File: src/rtl/multi_cycle_mips_control.sv
// Multi-cycle MIPS control unit. A registered FSM sequences each instruction through
// FETCH/DECODE/EXECUTE/MEMORY/WRITEBACK over one shared memory port and one shared ALU.
//
// state     | meaning
// FETCH     | request instruction at PC, compute PC+4, load IR on mem_ready
// DECODE    | one cycle to classify the registered IR
// EXECUTE   | ALU op, branch/jump resolution, illegal detection
// MEMORY    | load/store access at ALU result, held until mem_ready
// WRITEBACK | register file write of ALU result or load data
module multi_cycle_mips_control #(
   parameter bit ENABLE_EXTENDED = 1'b1,
   parameter int INSTRET_WIDTH   = 32
) (
   input  logic                     clk,
   input  logic                     reset,
   input  logic [31:0]              mem_rdata,
   input  logic                     mem_ready,
   input  logic                     alu_zero,
   output logic                     mem_req,
   output logic                     mem_write,
   output logic                     mem_addr_source,
   output logic                     pc_write,
   output logic [1:0]               pc_source,
   output logic                     alu_a_source,
   output logic [1:0]               alu_b_source,
   output logic [2:0]               alu_ctrl,
   output logic                     imm_zero_extend,
   output logic                     register_write_enable,
   output logic [1:0]               register_write_address_source,
   output logic [1:0]               register_write_data_source,
   output logic [4:0]               src_register_addr,
   output logic [4:0]               dst_register_addr,
   output logic [4:0]               r_register_addr,
   output logic [4:0]               shift_amt,
   output logic [15:0]              immediate,
   output logic [25:0]              jump_imm_addr,
   output logic [2:0]               state,
   output logic                     illegal_instruction,
   output logic [INSTRET_WIDTH-1:0] instret
);

   typedef enum logic [2:0] {
      S_FETCH     = 3'd0,
      S_DECODE    = 3'd1,
      S_EXECUTE   = 3'd2,
      S_MEMORY    = 3'd3,
      S_WRITEBACK = 3'd4
   } state_t;

   typedef enum logic [3:0] {
      C_RTYPE, C_SHIFT, C_IALU, C_LW, C_SW, C_BEQ, C_BNE, C_J, C_JAL, C_ILLEGAL
   } class_t;

   localparam logic [2:0] ALU_AND = 3'b000;
   localparam logic [2:0] ALU_OR  = 3'b001;
   localparam logic [2:0] ALU_ADD = 3'b010;
   localparam logic [2:0] ALU_SLL = 3'b011;
   localparam logic [2:0] ALU_SRL = 3'b100;
   localparam logic [2:0] ALU_SUB = 3'b110;
   localparam logic [2:0] ALU_SLT = 3'b111;

   state_t                   r_state;
   state_t                   w_next_state;
   logic [31:0]              r_ir;
   logic                     r_illegal;
   logic [INSTRET_WIDTH-1:0] r_instret;

   logic [5:0] w_opcode;
   logic [5:0] w_funct;
   class_t     w_class;
   logic [2:0] w_alu_op;
   logic       w_zext;
   logic       w_ir_load;
   logic       w_retire;
   logic       w_set_illegal;

   assign w_opcode = r_ir[31:26];
   assign w_funct  = r_ir[5:0];

   always_comb begin
      w_class  = C_ILLEGAL;
      w_alu_op = ALU_ADD;
      w_zext   = 1'b0;
      case (w_opcode)
         6'h00: begin
            case (w_funct)
               6'h20: begin w_class = C_RTYPE; w_alu_op = ALU_ADD; end
               6'h22: begin w_class = C_RTYPE; w_alu_op = ALU_SUB; end
               6'h24: begin w_class = C_RTYPE; w_alu_op = ALU_AND; end
               6'h25: begin w_class = C_RTYPE; w_alu_op = ALU_OR;  end
               6'h00: begin w_class = C_SHIFT; w_alu_op = ALU_SLL; end
               6'h2A: if (ENABLE_EXTENDED) begin w_class = C_RTYPE; w_alu_op = ALU_SLT; end
               6'h02: if (ENABLE_EXTENDED) begin w_class = C_SHIFT; w_alu_op = ALU_SRL; end
               default: ;
            endcase
         end
         6'h08: begin w_class = C_IALU; w_alu_op = ALU_ADD; end
         6'h0C: begin w_class = C_IALU; w_alu_op = ALU_AND; w_zext = 1'b1; end
         6'h0D: if (ENABLE_EXTENDED) begin w_class = C_IALU; w_alu_op = ALU_OR; w_zext = 1'b1; end
         6'h23: w_class = C_LW;
         6'h2B: w_class = C_SW;
         6'h04: w_class = C_BEQ;
         6'h05: if (ENABLE_EXTENDED) w_class = C_BNE;
         6'h02: w_class = C_J;
         6'h03: if (ENABLE_EXTENDED) w_class = C_JAL;
         default: ;
      endcase
   end

   // Shifts take their operand from rt, so the register fields slide down one slot.
   assign src_register_addr = (w_class == C_SHIFT) ? r_ir[20:16] : r_ir[25:21];
   assign dst_register_addr = (w_class == C_SHIFT) ? r_ir[15:11] : r_ir[20:16];
   assign r_register_addr   = r_ir[15:11];
   assign shift_amt         = r_ir[10:6];
   assign immediate         = r_ir[15:0];
   assign jump_imm_addr     = r_ir[25:0];
   assign state             = r_state;
   assign illegal_instruction = r_illegal;
   assign instret           = r_instret;

   always_ff @(posedge clk) begin
      if (reset) begin
         r_state   <= S_FETCH;
         r_ir      <= '0;
         r_illegal <= 1'b0;
         r_instret <= '0;
      end else begin
         r_state <= w_next_state;
         if (w_ir_load)     r_ir      <= mem_rdata;
         if (w_set_illegal) r_illegal <= 1'b1;
         if (w_retire)      r_instret <= r_instret + INSTRET_WIDTH'(1);
      end
   end

   always_comb begin
      mem_req                       = 1'b0;
      mem_write                     = 1'b0;
      mem_addr_source               = 1'b0;
      pc_write                      = 1'b0;
      pc_source                     = 2'd0;
      alu_a_source                  = 1'b0;
      alu_b_source                  = 2'd0;
      alu_ctrl                      = 3'b000;
      imm_zero_extend               = 1'b0;
      register_write_enable         = 1'b0;
      register_write_address_source = 2'd0;
      register_write_data_source    = 2'd0;
      w_next_state                  = r_state;
      w_ir_load                     = 1'b0;
      w_retire                      = 1'b0;
      w_set_illegal                 = 1'b0;
      if (!reset) begin
         case (r_state)
            S_FETCH: begin
               mem_req      = 1'b1;
               alu_b_source = 2'd3;
               alu_ctrl     = ALU_ADD;
               if (mem_ready) begin
                  w_ir_load    = 1'b1;
                  pc_write     = 1'b1;
                  w_next_state = S_DECODE;
               end
            end
            S_DECODE: w_next_state = S_EXECUTE;
            S_EXECUTE: begin
               w_next_state = S_FETCH;
               case (w_class)
                  C_RTYPE, C_SHIFT: begin
                     alu_a_source = 1'b1;
                     alu_b_source = (w_class == C_SHIFT) ? 2'd2 : 2'd0;
                     alu_ctrl     = w_alu_op;
                     w_next_state = S_WRITEBACK;
                  end
                  C_IALU: begin
                     alu_a_source    = 1'b1;
                     alu_b_source    = 2'd1;
                     alu_ctrl        = w_alu_op;
                     imm_zero_extend = w_zext;
                     w_next_state    = S_WRITEBACK;
                  end
                  C_LW, C_SW: begin
                     alu_a_source = 1'b1;
                     alu_b_source = 2'd1;
                     alu_ctrl     = ALU_ADD;
                     w_next_state = S_MEMORY;
                  end
                  C_BEQ, C_BNE: begin
                     alu_a_source = 1'b1;
                     alu_ctrl     = ALU_SUB;
                     pc_write     = (w_class == C_BEQ) ? alu_zero : !alu_zero;
                     pc_source    = 2'd1;
                     w_retire     = 1'b1;
                  end
                  C_J, C_JAL: begin
                     pc_write  = 1'b1;
                     pc_source = 2'd2;
                     w_retire  = 1'b1;
                     if (w_class == C_JAL) begin
                        register_write_enable         = 1'b1;
                        register_write_address_source = 2'd2;
                        register_write_data_source    = 2'd2;
                     end
                  end
                  default: w_set_illegal = 1'b1;
               endcase
            end
            S_MEMORY: begin
               mem_req         = 1'b1;
               mem_addr_source = 1'b1;
               mem_write       = (w_class == C_SW);
               if (mem_ready) begin
                  if (w_class == C_SW) begin
                     w_retire     = 1'b1;
                     w_next_state = S_FETCH;
                  end else begin
                     w_next_state = S_WRITEBACK;
                  end
               end
            end
            S_WRITEBACK: begin
               register_write_enable         = 1'b1;
               register_write_address_source = (w_class == C_RTYPE || w_class == C_SHIFT) ? 2'd1 : 2'd0;
               register_write_data_source    = (w_class == C_LW) ? 2'd1 : 2'd0;
               w_retire                      = 1'b1;
               w_next_state                  = S_FETCH;
            end
            default: w_next_state = S_FETCH;
         endcase
      end
   end

endmodule

File: config.mk
export PLATFORM = sky130hd
export DESIGN_NAME = multi_cycle_mips_control
export DESIGN_NICKNAME = d
export VERILOG_FILES = /design/src/rtl/multi_cycle_mips_control.sv
export SDC_FILE = /design/constraint.sdc
export NUM_CORES = 1
export LEC_CHECK = 0
export ABC_AREA = 1
export CAP_MARGIN = 20
export CORE_MARGIN = 2
export CORE_UTILIZATION = 26
export CTS_CLUSTER_SIZE = 40
export DETAILED_ROUTE_END_ITERATION = 8
export GPL_TIMING_DRIVEN = 0
export REMOVE_ABC_BUFFERS = 1
export SLEW_MARGIN = 40
export SYNTH_ARGS = -nofsm -noshare
export SYNTH_HDL_FRONTEND = slang
export SYNTH_SLANG_ARGS = --single-unit
File: constraint.sdc
create_clock -name clk -period 1.9 [get_ports clk]
set_input_delay 0.475 -clock clk [delete_from_list [all_inputs] [get_ports clk]]
set_output_delay 0.475 -clock clk [all_outputs]
set_load 0.01 [all_outputs]
==> results summary, run 1 <==
By area the synthesized netlist is led by sky130_fd_sc_hd__dfxtp_1 (33%), sky130_fd_sc_hd__nor2_1 (12%), sky130_fd_sc_hd__buf_4 (9.8%), sky130_fd_sc_hd__nand2_1 (9.5%), sky130_fd_sc_hd__inv_1 (6.9%). The number of buffers inserted by hold repair at cts is 0. The static power due to leakage came out at 2.72 nW. TritonCTS built the clock tree. The number of H-tree branching levels came out at 3. IR analysis of the VDD net gives a maximum drop of 445 uV. For this design, the sink count on the clock tree is 68. The synthesized instance count is 639. After detailed routing, the number of remaining DRC violations is 0. Pin placement for this block handled 152 I/O pins. Setup repair after global routing could not meet its margin everywhere. For this block, the initial DRC count from the detailed router was 267.

The remaining global-route overflow is 0. The worst hold path passes through 2 cells. Relative to the synthesized area, the layout overhead comes to 67.8%. The number of cells in the finished layout apart from fillers is 1011. Summing the areas of all xor and xnor instances in the mapped netlist gives 0.850% of the synthesized area. The initial utilization of the core area, before any placement, comes to 26.2%. The largest net degree at the start of global routing came out at 47. Across all hold checks on the routed design, the worst slack comes to 0.454 ns.

Counting cells, the worst reg-to-reg path comes to 12. The initial antenna violation count came to 1. sky130_fd_sc_hd__dfxtp_1 takes more of the synthesized area than any other cell. The core area is 0.0157 mm^2.

The total CTS buffers came out at 9. 0 antenna diodes ended up in the layout. The count of nets left with antenna violations after detail routing came out at 0. After Yosys synthesis, and, or, nand and nor cells account for 34.1% of the synthesized area. The number of nets at the end of the flow is 828. The area of all sequential standard cells is 0.00141 mm^2. The final reports fail on setup timing. The worst path in the final design needs a cycle of 2.70 ns, including I/O delays and setup.

The proportion of netlist area held by the largest area contributor is 33.0%. The largest buffer count on any clock path came out at 2. Across the run, the number of max-cap violations was 0. The tightest min-delay check is of the reg2reg type.

The length of the first detailed-routing pass in iterations is 5. The sequential element share of the synthesized area came out at 33.0%. The count of final setup violators came out at 26. The tightest slew margin relative to the limit came out at 62.1%.

The total vias in the final route came out at 4704. The kind of start point of the critical path is a register. The final worst-path setup slack came out at -0.801 ns.

The standard-cell row count is 46. The synthesized netlist contains 37 unique library cells. The summed instance area of the synthesized netlist is 0.00412 mm^2. The total of warnings raised by yosys is 0. The final weighted congestion in routability-driven placement came out at 0.884. The vias per cell came out at 4.65. The required arrival time at the worst endpoint is 1.42 ns. Of all nets on the critical path, the largest fanout is 6. Based on the critical path, the design can be clocked at up to 370 MHz. The later-pin clock latency in the skew report came out at 0.34 ns. The number of fill cells in the layout came out at 1588. The post-route netlist has 31.8% of its cells at a drive strength greater than 1.

The number of endpoints with negative hold slack in the final report is 0. The vertical die dimension is 130 um. Including well taps, the total number of placed cells is 937. The worst setup path is captured at a primary output. The most common library cell in the layout ignoring fill and taps is sky130_fd_sc_hd__clkdlybuf4s50_1.

The placed wire-length estimate after detailed placement came out at 8.96 mm. The setup TNS after final layout came out at -12.01 ns. The buffer type at the clock tree root is sky130_fd_sc_hd__clkbuf_16. Summing the areas of all compound-gate instances in the mapped netlist gives 12.7% of the synthesized area. The worst setup path is of the reg2out kind. The area of the die is 0.0169 mm^2. The average cell area after synthesis is 6.45 um^2. On the final layout, the worst clock skew is 0.00706 ns. The startpoint identified for the worst register-to-register timing path is r_ir[31].

The number of slew-limit violations in the final report came out at 0. The all-layer global routing usage came out at 16.7%. The floorplan step set the die width to 130 um.

The arrival time at the worst endpoint is 2.23 ns. Wires add up to 14.8 mm. Of the total synthesized cell area, the portion taken by full adders, half adders and majority gates is 0.304%. The dominant combinational cell family by area after synthesis is simple AND/OR/NAND/NOR gates.

The detail-routed net length per standard cell came out at 14.7 um. In the layout the commonest cells are sky130_fd_sc_hd__clkdlybuf4s50_1 (122), sky130_fd_sc_hd__nor2_1 (99), sky130_fd_sc_hd__nand2_1 (84). The flip-flop and latch count after synthesis came out at 68.

The first global-routing pass estimated 21.7 mm of wire. The clock transition time at the flip-flop clock pins of the worst setup and hold paths is 0.06 ns. The run finished, with violations left. The measured slew at the worst slew-check pin is 0.568 ns. The share of the cycle needed by the critical path after routing came out at 142%. Of the post-synthesis cell area, the part taken by muxes is 0%. The critical path starts at r_ir[29]. Power spread over the standard cell area amounts to 858 mW/mm^2. The via count of the first global-routing pass is 4178. The area taken by multi-input logic gates is 0.00256 mm^2.

The number of buffer cells added on primary ports is 151. The setup slack after placement came out at -1.85 ns. The hold path startpoint is illegal_instruction.
## through the flow
stage	instance area [um^2]	total power [mW]	utilization (%)
after floorplan	3650	2.44	-
after global placement	5430	3.23	34.6
after detailed placement	5430	3.23	34.6
after CTS	6300	5.56	40.1
after global routing	6910	6.21	44.0
final	6910	5.93	44.0
## layer usage
layer  GRT usage, %  routed length, um  part of all wire (%)  up-vias
li1               -                  -                     -     2298
met1           22.1               6450                    43     2215
met2           26.8               7020                    47      159
met3           3.36                941                   6.3       30
met4           6.20                420                   2.8        2
met5              0                 13                 0.088        -
## worst paths after layout
| kind | endpoint | slack [ns] |
|---|---|---|
| min reg2reg | illegal_instruction | 0.45 |
| min | illegal_instruction | 0.45 |
| max reg2reg | instret[25] | 0.01 |
| max | src_register_addr[3] | -0.80 |
## flip-flops by register name, summed over array words and instances, names as in the netlist
| signal | cells |
|---|---|
| illegal_instruction | 1 |
| r_ir | 32 |
| state | 3 |
| instret | 32 |
## timing repair
item | 4_1_cts | 5_1_grt
setup endpoints to repair | 92 | 57
pin swaps | 22 | 27
cloned | 4 | 1
resized for setup | 198 | 151
setup buffers | 27 | 27
## power breakdown
part	total [mW]	switching (mW)	internal, mW
clock	1.79	0.675	1.12
combinational	2.45	1.26	1.19
sequential	1.69	0.142	1.55
## critical path, stage by stage, from the launching register on
cell	delay [ns]
sky130_fd_sc_hd__dfxtp_4	0.42
sky130_fd_sc_hd__nor2_4	0.05
sky130_fd_sc_hd__buf_6	0.13
sky130_fd_sc_hd__nand3_4	0.12
sky130_fd_sc_hd__inv_2	0.07
sky130_fd_sc_hd__nor2_4	0.14
sky130_fd_sc_hd__nand2_4	0.07
sky130_fd_sc_hd__buf_4	0.14
sky130_fd_sc_hd__a21oi_4	0.13
sky130_fd_sc_hd__buf_12	0.15
sky130_fd_sc_hd__nand2_8	0.09
sky130_fd_sc_hd__buf_6	0.14
sky130_fd_sc_hd__nand2_1	0.04
sky130_fd_sc_hd__nand2_1	0.06
sky130_fd_sc_hd__buf_6	0.12
## cell usage after synthesis (all sizes together)
cell      n
a211oi   12
a21oi    25
a31o      1
a31oi     4
and3      1
buf      56
clkbuf   13
clkinv    1
dfxtp    68
ha        1
inv      83
nand2   110
nand3    37
nand3b    1
nand4    15
nor2    136
nor3     23
o21a      3
o21ai    43
o21bai    1
o311ai    1
xnor2     2
xor2      2
## cell type report
cell class                      count  area share (%)
Clock buffer                       12            3.85
Clock inverter                      3           0.651
Inverter                           84            5.37
Multi-Input combinational cell    421            37.0
Sequential cell                    68            20.4
Tap cell                          216            3.91
Timing Repair Buffer              205            28.7
Timing Repair inverter              2           0.181
## kinds of logic after synthesis
group,count (synthesis)
XOR/XNOR,4
AO/OA/AOI/OAI,90
AND/OR/NAND/NOR,323
buffers and inverters,153
adder cells (fa/ha/maj),1
flip-flops,68
Note: power is estimated with default switching activity, not from simulation.
==> run 2: changes to the inputs <==
--- a/config.mk
+++ b/config.mk
@@ -12,6 +12,7 @@
 export CTS_CLUSTER_SIZE = 40
 export DETAILED_ROUTE_END_ITERATION = 8
 export GPL_TIMING_DRIVEN = 0
+export RECOVER_POWER = 100
 export REMOVE_ABC_BUFFERS = 1
 export SLEW_MARGIN = 40
 export SYNTH_ARGS = -nofsm -noshare
==> results of run 2 <==
The final DEF is identical to that of run 1; final timing and power are the same.
==> run 3: changes to the inputs <==
--- a/config.mk
+++ b/config.mk
@@ -6,9 +6,9 @@
 export NUM_CORES = 1
 export LEC_CHECK = 0
 export ABC_AREA = 1
-export CAP_MARGIN = 20
 export CORE_MARGIN = 2
 export CORE_UTILIZATION = 26
+export CTS_BUF_LIST = sky130_fd_sc_hd__clkbuf_2
 export CTS_CLUSTER_SIZE = 40
 export DETAILED_ROUTE_END_ITERATION = 8
 export GPL_TIMING_DRIVEN = 0
==> run 3 against run 2 <==
  * The flow still finishes with violations (setup timing)
  * Clock power is 50% lower
  * Hold slack worse by 0.11 ns
  * Sequential power hardly changed
  * Maximum frequency is 9.4% lower
  * First-iteration DRC count is 18% lower
  * Clock skew is 0.028 ns higher
  * Final area is 3.0% higher
  * Setup slack worse by 0.28 ns
  * Core utilization is 1.3 points higher
  * Die area stayed put
  * Largest power group unchanged
==> results summary, run 3 (synthesis gave the netlist of run 1 again) <==
The global-route wire length before repair is 22.8 mm (+5.4%). The tightest slew margin relative to the limit came to 61.7% (-0.38 points). The largest net degree at the start of global routing is 47 (unchanged). The remaining global-route overflow was 0 (unchanged). The arrival time at the worst endpoint came out at 2.51 ns (+0.28 ns). The total CTS buffers came out at 9 (unchanged). The length of the first detailed-routing pass in iterations is 7 (+2).

The number of buffer cells added on primary ports came to 151 (unchanged). TritonCTS built the clock tree. The fmax came to 335 MHz (-9.4%). The vias per cell is 4.58 (-1.5%). The worst-path maximum fanout is 7 (+1).

The number of cells in the finished layout apart from fillers is 1057 (+4.5%). The count of final setup violators is 38 (+46%). The core area is 0.0157 mm^2 (unchanged). The maximum cell stage delay along the critical path came out at 0.44 ns (+0.02 ns).

Broken down by cell family, the worst path's largest delay share belongs to simple AND/OR/NAND/NOR gates. The number of buffers inserted by hold repair at cts is 0 (unchanged). The area after detailed placement came out at 0.00543 mm^2 (unchanged). The clock transition time at the flip-flop clock pins of the worst setup and hold paths is 0.24 ns (+0.18 ns). The required arrival time at the worst endpoint is 1.42 ns (about the same). The static power due to leakage is 3.22 nW (+19%). The share of cells above drive strength 1 is 43.6% (+12 points). The vertical die dimension came to 130 um (unchanged). The initial antenna violation count came out at 2 (+1).

The number of nets at the end of the flow came out at 873 (+5.4%). By startpoint and endpoint, the worst setup path is classified as reg2out. In this run the clock root is driven by a sky130_fd_sc_hd__clkbuf_2. The library cell contributing the largest single delay on the critical path is sky130_fd_sc_hd__dfxtp_4.

The total I/O pin count is 152 (unchanged). The measured slew at the worst slew-check pin is 0.574 ns (+0.00570 ns). The run finished, with violations left. The count of nets left with antenna violations after detail routing came out at 0 (unchanged). The final reports fail on setup timing.

The DRC violation count after routing came to 0 (unchanged). The via count of the first global-routing pass came out at 4449 (+6.5%). The later-pin clock latency in the skew report came out at 0.59 ns (+0.25 ns). The number of H-tree branching levels came to 3 (unchanged). The post-route total power came out at 4.90 mW (-17%). The number of slew-limit violations in the final report was 0 (unchanged). The number of endpoints with negative hold slack in the final report was 0 (unchanged). The area of the die is 0.0169 mm^2 (unchanged). The all-layer global routing usage is 17.5% (+0.85 points). The DRC violation total after the first TritonRoute iteration came out at 220 (-18%). The placed wire-length estimate after detailed placement came to 8.96 mm (unchanged). The final routed wirelength across all metal layers came out at 15.4 mm (+3.9%). The area growth from synthesis to layout is 72.8%. The count of clock tree sinks is 68 (unchanged). The final weighted congestion in routability-driven placement is 0.884 (unchanged).

The slack of the worst reg-to-reg path came out at -0.10 ns (-0.11 ns). STA classifies the critical path startpoint as a register. The largest buffer count on any clock path is 2 (unchanged).

The number of max-cap violations is 0 (unchanged). The final worst-path setup slack is -1.08 ns (-0.280 ns). The die width came out at 130 um (unchanged). The signal on the critical path passes through nor2_4, nand3_2, inv_2, nor2_4, nand2_4, nor2_2, inv_2, nand2_4, nor2_8, nand2_8, nand2_1, o21ai_2, clkdlybuf4s15_2.

The worst supply voltage drop on vdd came out at 353 uV (-21%). The buffers plus inverters on the worst setup path came out at 3 (-3). The instance count after placement with tap cells included is 937 (unchanged). The top cell types in the final layout, fill and taps aside, are sky130_fd_sc_hd__nor2_1 (101), sky130_fd_sc_hd__dlygate4sd2_1 (77), sky130_fd_sc_hd__nand2_1 (75), sky130_fd_sc_hd__buf_4 (75), sky130_fd_sc_hd__inv_1 (55). The minimum period implied by the final worst setup slack came to 2.98 ns (+0.280 ns).

The final design area excluding fillers came to 0.00712 mm^2 (+3.0%). The total vias in the final route is 4846 (+3.0%). The detail-routed net length per standard cell was 14.6 um (-0.58%). The library cell used most frequently in the layout, excluding fill and tap cells, is sky130_fd_sc_hd__nor2_1. The effective utilization at floorplan came out at 26.2% (unchanged). The standard-cell row count is 46 (unchanged). The worst hold path class is in2reg. Setup repair after global routing could not meet its margin everywhere. The share of the cycle needed by the critical path after routing is 157% (+15 points). The setup slack after placement came out at -1.85 ns (unchanged). The power per standard cell area came out at 689 mW/mm^2 (-20%). The worst clock skew on the final layout came out at 0.0350 ns (+0.0280 ns).

The worst setup path is captured at a primary output.
-- run 3: cell types whose count changed in the layout (fill, tap and decap cells not counted), moves of 12 or more --
| cell | delta |
|---|---|
| sky130_fd_sc_hd__clkdlybuf4s50_1 | -88 |
| sky130_fd_sc_hd__dlygate4sd2_1 | +77 |
| sky130_fd_sc_hd__dfxtp_1 | -43 |
| sky130_fd_sc_hd__buf_4 | +42 |
| sky130_fd_sc_hd__dfxtp_2 | +28 |
| sky130_fd_sc_hd__dfxtp_4 | +15 |
| sky130_fd_sc_hd__clkbuf_2 | +12 |
-- run 3: where the power goes --
group,internal (mW),leakage (nW),switching (mW)
clock,0.282,0.0565,0.606
sequential,1.54,0.589,0.119
combinational,1.08,2.57,1.27
-- run 3: metal layers --
| metal | up-vias | global-route usage, % | share of wire, % | routed length [um] |
|---|---|---|---|---|
| met5 | - | 0 | 0.071 | 11 |
| met4 | 2 | 6.83 | 2.1 | 327 |
| met3 | 27 | 3.90 | 5.1 | 789 |
| met2 | 133 | 28.6 | 48 | 7420 |
| met1 | 2291 | 22.5 | 45 | 6880 |
| li1 | 2393 | - | - | - |
-- run 3: layout make-up --
cell class,count,area [um^2]
Inverter,84,353
Fill cell,1599,8590
Antenna cell,1,2.50
Sequential cell,68,1500
Clock inverter,6,56.3
Multi-Input combinational cell,421,2680
Tap cell,216,270
Timing Repair inverter,1,6.26
Clock buffer,9,45.0
Timing Repair Buffer,251,2210
-- run 3: per-stage QoR --
step,util (%),hold WS [ns],setup TNS (ns)
5_1_grt,45.3,0.317,-24.87
2_1_floorplan,-,0.468,-6.35
4_1_cts,41.2,0.281,-21.24
3_5_place_dp,34.6,0.446,-62.02
6_report,45.3,0.346,-21.03
3_3_place_gp,34.6,0.440,-158.82
-- run 3: timing repair --
item,4_1_cts,5_1_grt
pin swaps,23,42
gates cloned,4,0
hold endpoints to repair,0,0
buffers inserted,75,30
endpoints found under the setup margin,178,64
resized for setup,372,170
-- run 3: final timing paths --
path,depth (start not counted),start,endpoint
worst min-delay path,2,reset,instret[13]
worst max-delay path,13,r_ir[29],dst_register_addr[0]
worst max register to register,13,r_ir[29],instret[11]
worst min register to register,2,illegal_instruction,illegal_instruction
